`src/rtl/fetch_queue.sv`:
```
// fetch_queue: first-word-fall-through decoupling FIFO between IF and the
// if2id register. Each entry carries {pc, instr, except, delayslot}. A flush
// can optionally keep the oldest entry that is still queued, so that a branch
// delay slot survives a branch-redirect flush.
module fetch_queue #(
   parameter int unsigned DEPTH   = 4,
   parameter int unsigned PC_W    = 32,
   parameter int unsigned INSTR_W = 32,
   parameter int unsigned EXC_W   = 8,
   parameter int unsigned AFULL   = 3
) (
   input  logic                         clk,
   input  logic                         rst,
   input  logic                         flush_i,
   input  logic                         keep_head_i,
   input  logic                         in_valid_i,
   output logic                         in_ready_o,
   input  logic [PC_W-1:0]              in_pc_i,
   input  logic [INSTR_W-1:0]           in_instr_i,
   input  logic [EXC_W-1:0]             in_except_i,
   input  logic                         in_delayslot_i,
   output logic                         out_valid_o,
   input  logic                         out_ready_i,
   output logic [PC_W-1:0]              out_pc_o,
   output logic [INSTR_W-1:0]           out_instr_o,
   output logic [EXC_W-1:0]             out_except_o,
   output logic                         out_delayslot_o,
   output logic [$clog2(DEPTH+1)-1:0]   count_o,
   output logic                         afull_o
);

   localparam int unsigned PTR_W = $clog2(DEPTH);
   localparam int unsigned CNT_W = $clog2(DEPTH + 1);
   localparam logic [CNT_W-1:0] FULL_CNT  = CNT_W'(DEPTH);
   localparam logic [CNT_W-1:0] AFULL_CNT = CNT_W'(AFULL);
   localparam logic [CNT_W-1:0] ONE_CNT   = CNT_W'(1);
   localparam logic [PTR_W-1:0] ONE_PTR   = PTR_W'(1);

   typedef struct packed {
      logic [PC_W-1:0]    pc;
      logic [INSTR_W-1:0] instr;
      logic [EXC_W-1:0]   except;
      logic               delayslot;
   } entry_t;

   entry_t           mem [DEPTH];
   entry_t           in_entry;
   entry_t           head;
   logic [PTR_W-1:0] rd_ptr;
   logic [PTR_W-1:0] wr_ptr;
   logic [PTR_W-1:0] rd_next;
   logic [CNT_W-1:0] count;
   logic [CNT_W-1:0] count_left;
   logic             push;
   logic             pop;
   logic             keep_ok;

   // Handshake, head selection and flush-survivor bookkeeping
   always_comb begin
      in_ready_o  = rst && (count < FULL_CNT);
      out_valid_o = rst && (count != '0);
      push        = in_valid_i && in_ready_o && !flush_i;
      pop         = out_valid_o && out_ready_i;
      // Survivor of a keep-head flush is the entry behind anything popped now
      rd_next     = rd_ptr + PTR_W'(pop);
      count_left  = count - CNT_W'(pop);
      keep_ok     = (count_left != '0);

      in_entry.pc        = in_pc_i;
      in_entry.instr     = in_instr_i;
      in_entry.except    = in_except_i;
      in_entry.delayslot = in_delayslot_i;

      head            = out_valid_o ? mem[rd_ptr] : '0;
      out_pc_o        = head.pc;
      out_instr_o     = head.instr;
      out_except_o    = head.except;
      out_delayslot_o = head.delayslot;

      count_o = count;
      afull_o = rst && (count >= AFULL_CNT);
   end

   // Pointer and occupancy update; flush overrides push
   always_ff @(posedge clk) begin
      if (!rst) begin
         rd_ptr <= '0;
         wr_ptr <= '0;
         count  <= '0;
      end else if (flush_i) begin
         if (keep_head_i && keep_ok) begin
            rd_ptr <= rd_next;
            wr_ptr <= rd_next + ONE_PTR;
            count  <= ONE_CNT;
         end else begin
            rd_ptr <= '0;
            wr_ptr <= '0;
            count  <= '0;
         end
      end else begin
         if (push) wr_ptr <= wr_ptr + ONE_PTR;
         if (pop)  rd_ptr <= rd_next;
         if (push && !pop)      count <= count + ONE_CNT;
         else if (pop && !push) count <= count - ONE_CNT;
      end
   end

   // Entry storage; contents are not cleared by reset
   always_ff @(posedge clk) begin
      if (push) mem[wr_ptr] <= in_entry;
   end

   // Structural guarantees: no push into full, no pop from empty
   a_no_overflow : assert property (@(posedge clk) disable iff (!rst)
      !(push && (count == FULL_CNT)));
   a_no_underflow : assert property (@(posedge clk) disable iff (!rst)
      !(pop && (count == '0)));

endmodule

```
`config.mk`:
```
export PLATFORM = sky130hd
export DESIGN_NAME = fetch_queue
export DESIGN_NICKNAME = d
export VERILOG_FILES = /design/src/rtl/fetch_queue.sv
export SDC_FILE = /design/constraint.sdc
export NUM_CORES = 1
export LEC_CHECK = 0
export CAP_MARGIN = 20
export CORE_MARGIN = 10
export CORE_UTILIZATION = 46
export CTS_CLUSTER_SIZE = 8
export DETAILED_ROUTE_END_ITERATION = 10
export HOLD_SLACK_MARGIN = 0.12
export PLACE_DENSITY = 0.69
export SYNTH_ARGS = -nofsm -noshare
export SYNTH_HDL_FRONTEND = slang
export SYNTH_SLANG_ARGS = --single-unit
```
`constraint.sdc`:
```
create_clock -name clk -period 4.5 [get_ports clk]
set_clock_uncertainty 0.2 [all_clocks]
set_input_delay 1.125 -clock clk [delete_from_list [all_inputs] [get_ports clk]]
set_output_delay 1.125 -clock clk [all_outputs]
set_load 0.005 [all_outputs]
```
# == Word level (Yosys, flattened, before mapping) ==
# Memory sizes are Yosys's and may differ from the RTL's. A register that Yosys moved wholly into a read port is not among the register bits.
# Index checks and enable logic that the tools add are counted.
# Widths: inputs -> output; s select.
# totals
mem_count,1
output_inout_bits,79
ff_bits,7
word_cells,44
input_bits,79
ramBits,292
# op_classes
n_reduce_logical,17
muxes,15
n_addsub,6
magnitude_cmp,2
# memory_table
name,depth,width,read_ports,rd_clocked_by_memory_dff,write_ports,line,rtl
mem,4,73,1,1,1,46,entry_t mem [DEPTH];
# op_table
op,n
$mux 73,1
$mux 2,8
$logic_and 1x1->1,9
$mux 3,3
$reduce_bool 3->1,3
$add 2x1->2 const B,2
$reduce_bool 2->1,2
$add 3x1->3 const B,1
$ge 3x2->1 const B,1
$logic_not 1->1,3
$lt 3x3->1 const B,1
$mux 1,3
$sub 3x1->3,1
$sub 3x1->3 const B,1
$add 2x1->2,1

# == Logic depth before layout (Yosys ltp) ==
# Gate-level depths: netlist (run 1).
# logic_depth
ltp_word,10
mapped_depth,7
depth_no_buf,7

# == Least setup slack after synthesis (run 1) ==
# OpenSTA, ideal clock, no wires.
# synth_timing
kind,input to register
start,input port in_valid_i
end,memory mem[0][0] (netlist name) (enable)
slack_ns,0.547
path_buffers,0
arrival_time_ns,3.313
stages,3
cell_sequence,nor2b_1 -> and3_1 -> and2_1
# synth_between
elab_chain_len,4
# synth_lines
element,line,rtl
"start, declared",16,"input logic in_valid_i,"
$logic_and 1x1->1 (2 in a row),62,push = in_valid_i && in_ready_o && !flush_i;
$mux 1,110,if (push) mem[wr_ptr] <= in_entry;
$mux 1 (not written as such),110,
"end, declared",46,
# Every way passes these cells.

# == Final worst setup path (run 1) ==
# layout_timing
start,input port rst
end,output port out_instr_o[7]
# layout_between
elab_chain_len,2
# layout_lines
element,line,rtl
"start, declared",13,"input logic rst,"
$logic_and 1x1->1,61,out_valid_o = rst && (count != '0);
$mux 73,74,head = out_valid_o ? mem[rd_ptr] : '0;
"end, declared",25,"output logic [INSTR_W-1:0] out_instr_o,"
# Every way passes these cells.

==> results.txt, run 1 <==
Status -> complete, no violations
Post-synthesis cell count -> 527
Gpl congestion -> 0.750
Filler cell count -> 1829
I/O Buffers -> 157
Max stage delay on crit path -> 540 ps
Syn avg cell area -> 22.1 sq um
Non-Filler Instances -> 1070
Critical path buffers and inverters -> 3
DRT iter0 DRCs -> 299
# DRC -> 0
Clock Tree Root -> clkbuf_16
Io pins -> 158
WP data arrival -> 2760 ps
Routed wire per std cell -> 21.8 microns
Final wirelength -> 23300 microns
Cell area after synthesis -> 11600 sq um
Synthesized net count -> 611
Commonest non-fill, non-tap cell in the layout -> edfxtp_1
Clock tree buffer depth -> 3
Peak Freq -> 245 MHz
Post-CTS Setup Bufs -> 0
Initial antenna violation count -> 3
Area Growth Syn to Fin -> 28.1%
Initial Util -> 46.4%
Die Ht -> 179 microns
Clock H-tree levels -> 2
GR Util All Layers -> 14.6%
Post-placement cell area -> 13700 sq um
Flop pwr share -> 49.8%
Switching power share of the total -> 19.3%
Count of cell types in the netlist -> 31
Die footprint -> 32000 sq um
Fin area -> 14900 sq um
Critical-path cell list -> clkdlybuf4s50_1, o21ai_4, buf_12, nor2b_1, clkdlybuf4s50_1
Largest net degree at the start of global routing -> 75
WS Path Type -> input pin to output pin
Skew-Pair Late Insertion Delay -> 510 ps
Sink Count -> 301
CTS-repair resized insts -> 0
Rows -> 58
Tmin final -> 4090 ps
Final setup vio count -> 0
CTS clk-pin slew, worst paths -> 50 ps
Power Density -> 423 nW/um^2
Final slew viol count -> 0
Synth warn -> 0
Remaining global-route overflow -> 0
CP endpoint kind -> output pin
Fin crit share -> 90.9%
Final ANT Viol Nets -> 0
Total CTS buffers -> 43
Combinational fraction of design power -> 5.8%
Worst-margin pin slew -> 613 ps
Switching power -> 1210 uW
Internal -> 5090 uW
Clock network power share -> 44.5%
Die Width -> 179 microns
Post-route setup TNS -> 0 ps
Core Region -> 25000 sq um
Crit path max fanout -> 74
Total power draw -> 6300 uW
Rel. slew slack -> 59.2%
Area of the multi-input gates -> 2500 sq um
CTS tree -> done
CTS Hold Bufs -> 0
Vias in the first global route -> 6317
Share of the yosys chip area belonging to registers -> 77.0%
DP Wirelength -> 14600 microns
CP Launch Type -> input pin
Layout cell share with drive strength beyond 1 -> 19.9%
RSZ-0062 raised after global routing -> false
Most used cell, CP -> clkdlybuf4s50_1
Vias -> 5742
Peak VDD IR -> 295 uV
# Max-Cap Violations -> 0
Inst Count DP -> 1006
HP Class -> flop to flop
Slowest cell on crit path -> clkdlybuf4s50_1
# nets final -> 805
Final Hold Violating Endpoints -> 0
Final core utilization -> 59.4%
P_leak -> 0.00465 uW
First-pass iteration count of the detailed router -> 5
First-pass GRT wire length -> 36000 microns
WP data required -> 3170 ps
Delay-heaviest family, CP -> buffers and inverters
Most frequent cells in the layout -> edfxtp_1 (292), clkdlybuf4s50_1 (157), nor2b_1 (77), mux4_2 (73), clkbuf_16 (44)
Sequential cell area -> 8960 sq um
Vias/cell -> 5.37
Synth Register Bits -> 301
[cell usage after synthesis]
library cell / n / area (sq um)
xor2_1: 3 / 26.3
and3_1: 1 / 6.26
o311a_4: 1 / 21.3
nand2_1: 3 / 11.3
dfxtp_1: 9 / 180
inv_1: 6 / 22.5
mux4_2: 73 / 1640
o22ai_1: 2 / 12.5
edfxtp_1: 292 / 8770
o21ai_1: 2 / 10.0
clkbuf_1: 2 / 7.51
a21boi_0: 1 / 7.51
and2_1: 4 / 25.0
and2b_2: 1 / 8.76
a32oi_1: 1 / 8.76
or3b_1: 1 / 8.76
o221ai_4: 1 / 26.3
nor2_1: 5 / 18.8
a21bo_1: 1 / 10.0
nand4b_1: 1 / 8.76
nand3_1: 2 / 10.0
xnor2_1: 2 / 17.5
buf_6: 7 / 78.8
o21a_1: 1 / 7.51
buf_4: 2 / 15.0
ha_1: 4 / 50.1
fa_1: 1 / 20.0
a21oi_1: 5 / 25.0
nor2b_1: 77 / 482
buf_2: 14 / 70.1
or2_1: 2 / 12.5
[flip-flops by register name (all words and copies together), names as in the netlist, named ones only]
register,count
mem,292
count_o,3
rd_ptr,2
wr_ptr,2
[cells by family (layout without fill, tap and decap cells)]
logic type,after synthesis,after routing,share of synthesized area [%]
AOI/OAI and AO/OA,15,15,1.11
xor gates and xnor gates,5,5,0.377
adders and majority gates,5,5,0.603
buffers and inverters,31,242,1.67
DFF,301,301,77.0
muxes,73,73,14.1
other,0,2,0
and+or+nand+nor,97,97,5.09
[area by class of cell]
cell class | count | area share (%)
Antenna cell | 2 | 0.0336
Timing Repair Buffer | 174 | 12.1
Clock inverter | 3 | 0.202
Sequential cell | 301 | 60.2
Inverter | 6 | 0.151
Tap cell | 330 | 2.77
Multi-Input combinational cell | 195 | 16.8
Clock buffer | 59 | 7.78
[routing by layer]
layer | vias up | global-route usage [%] | wire, microns
met5 | - | 0 | 18
met4 | 2 | 3.86 | 329
met3 | 33 | 4.13 | 1650
met2 | 179 | 24.3 | 11700
met1 | 2999 | 18.5 | 9600
li1 | 2529 | - | -
[worst min-delay path, stage by stage (launching register included)]
cell and delay (ps):
dfxtp_1 320, xor2_1 150, nor2_1 60
[power groups by stage]
stage / registers [uW] / clock network, uW / logic, uW
finish: 3140 / 2800 / 363
global route: 3140 / 3000 / 393
CTS: 3140 / 2870 / 371
detailed placement: 3190 / 0 / 368
global placement: 3190 / 0 / 355
floorplan: 3180 / 0 / 148
[worst paths after layout]
kind,to,slack (ps),cells past startpoint,start
worst max register to register,mem[3][68],2100,4,count_o[2]
worst max-delay path,out_instr_o[7],410,5,rst
worst min register to register,flop,380,2,rd_ptr[1]
worst min-delay path,flop,380,2,rd_ptr[1]
[stage by stage]
step,hold WS [ps],setup WS (ps)
after floorplan,319,547
after CTS,385,414
after global placement,338,442
final,385,410
after global routing,413,310
after detailed placement,374,433
(Power assumes the default switching activity.)
==> run 2, diff against run 1 <==
--- a/config.mk
+++ b/config.mk
@@ -5,6 +5,7 @@
 export SDC_FILE = /design/constraint.sdc
 export NUM_CORES = 1
 export LEC_CHECK = 0
+export ABC_AREA = 0
 export CAP_MARGIN = 20
 export CORE_MARGIN = 10
 export CORE_UTILIZATION = 46
==> results of run 2 <==
The final DEF is identical to that of run 1; final timing and power are the same.
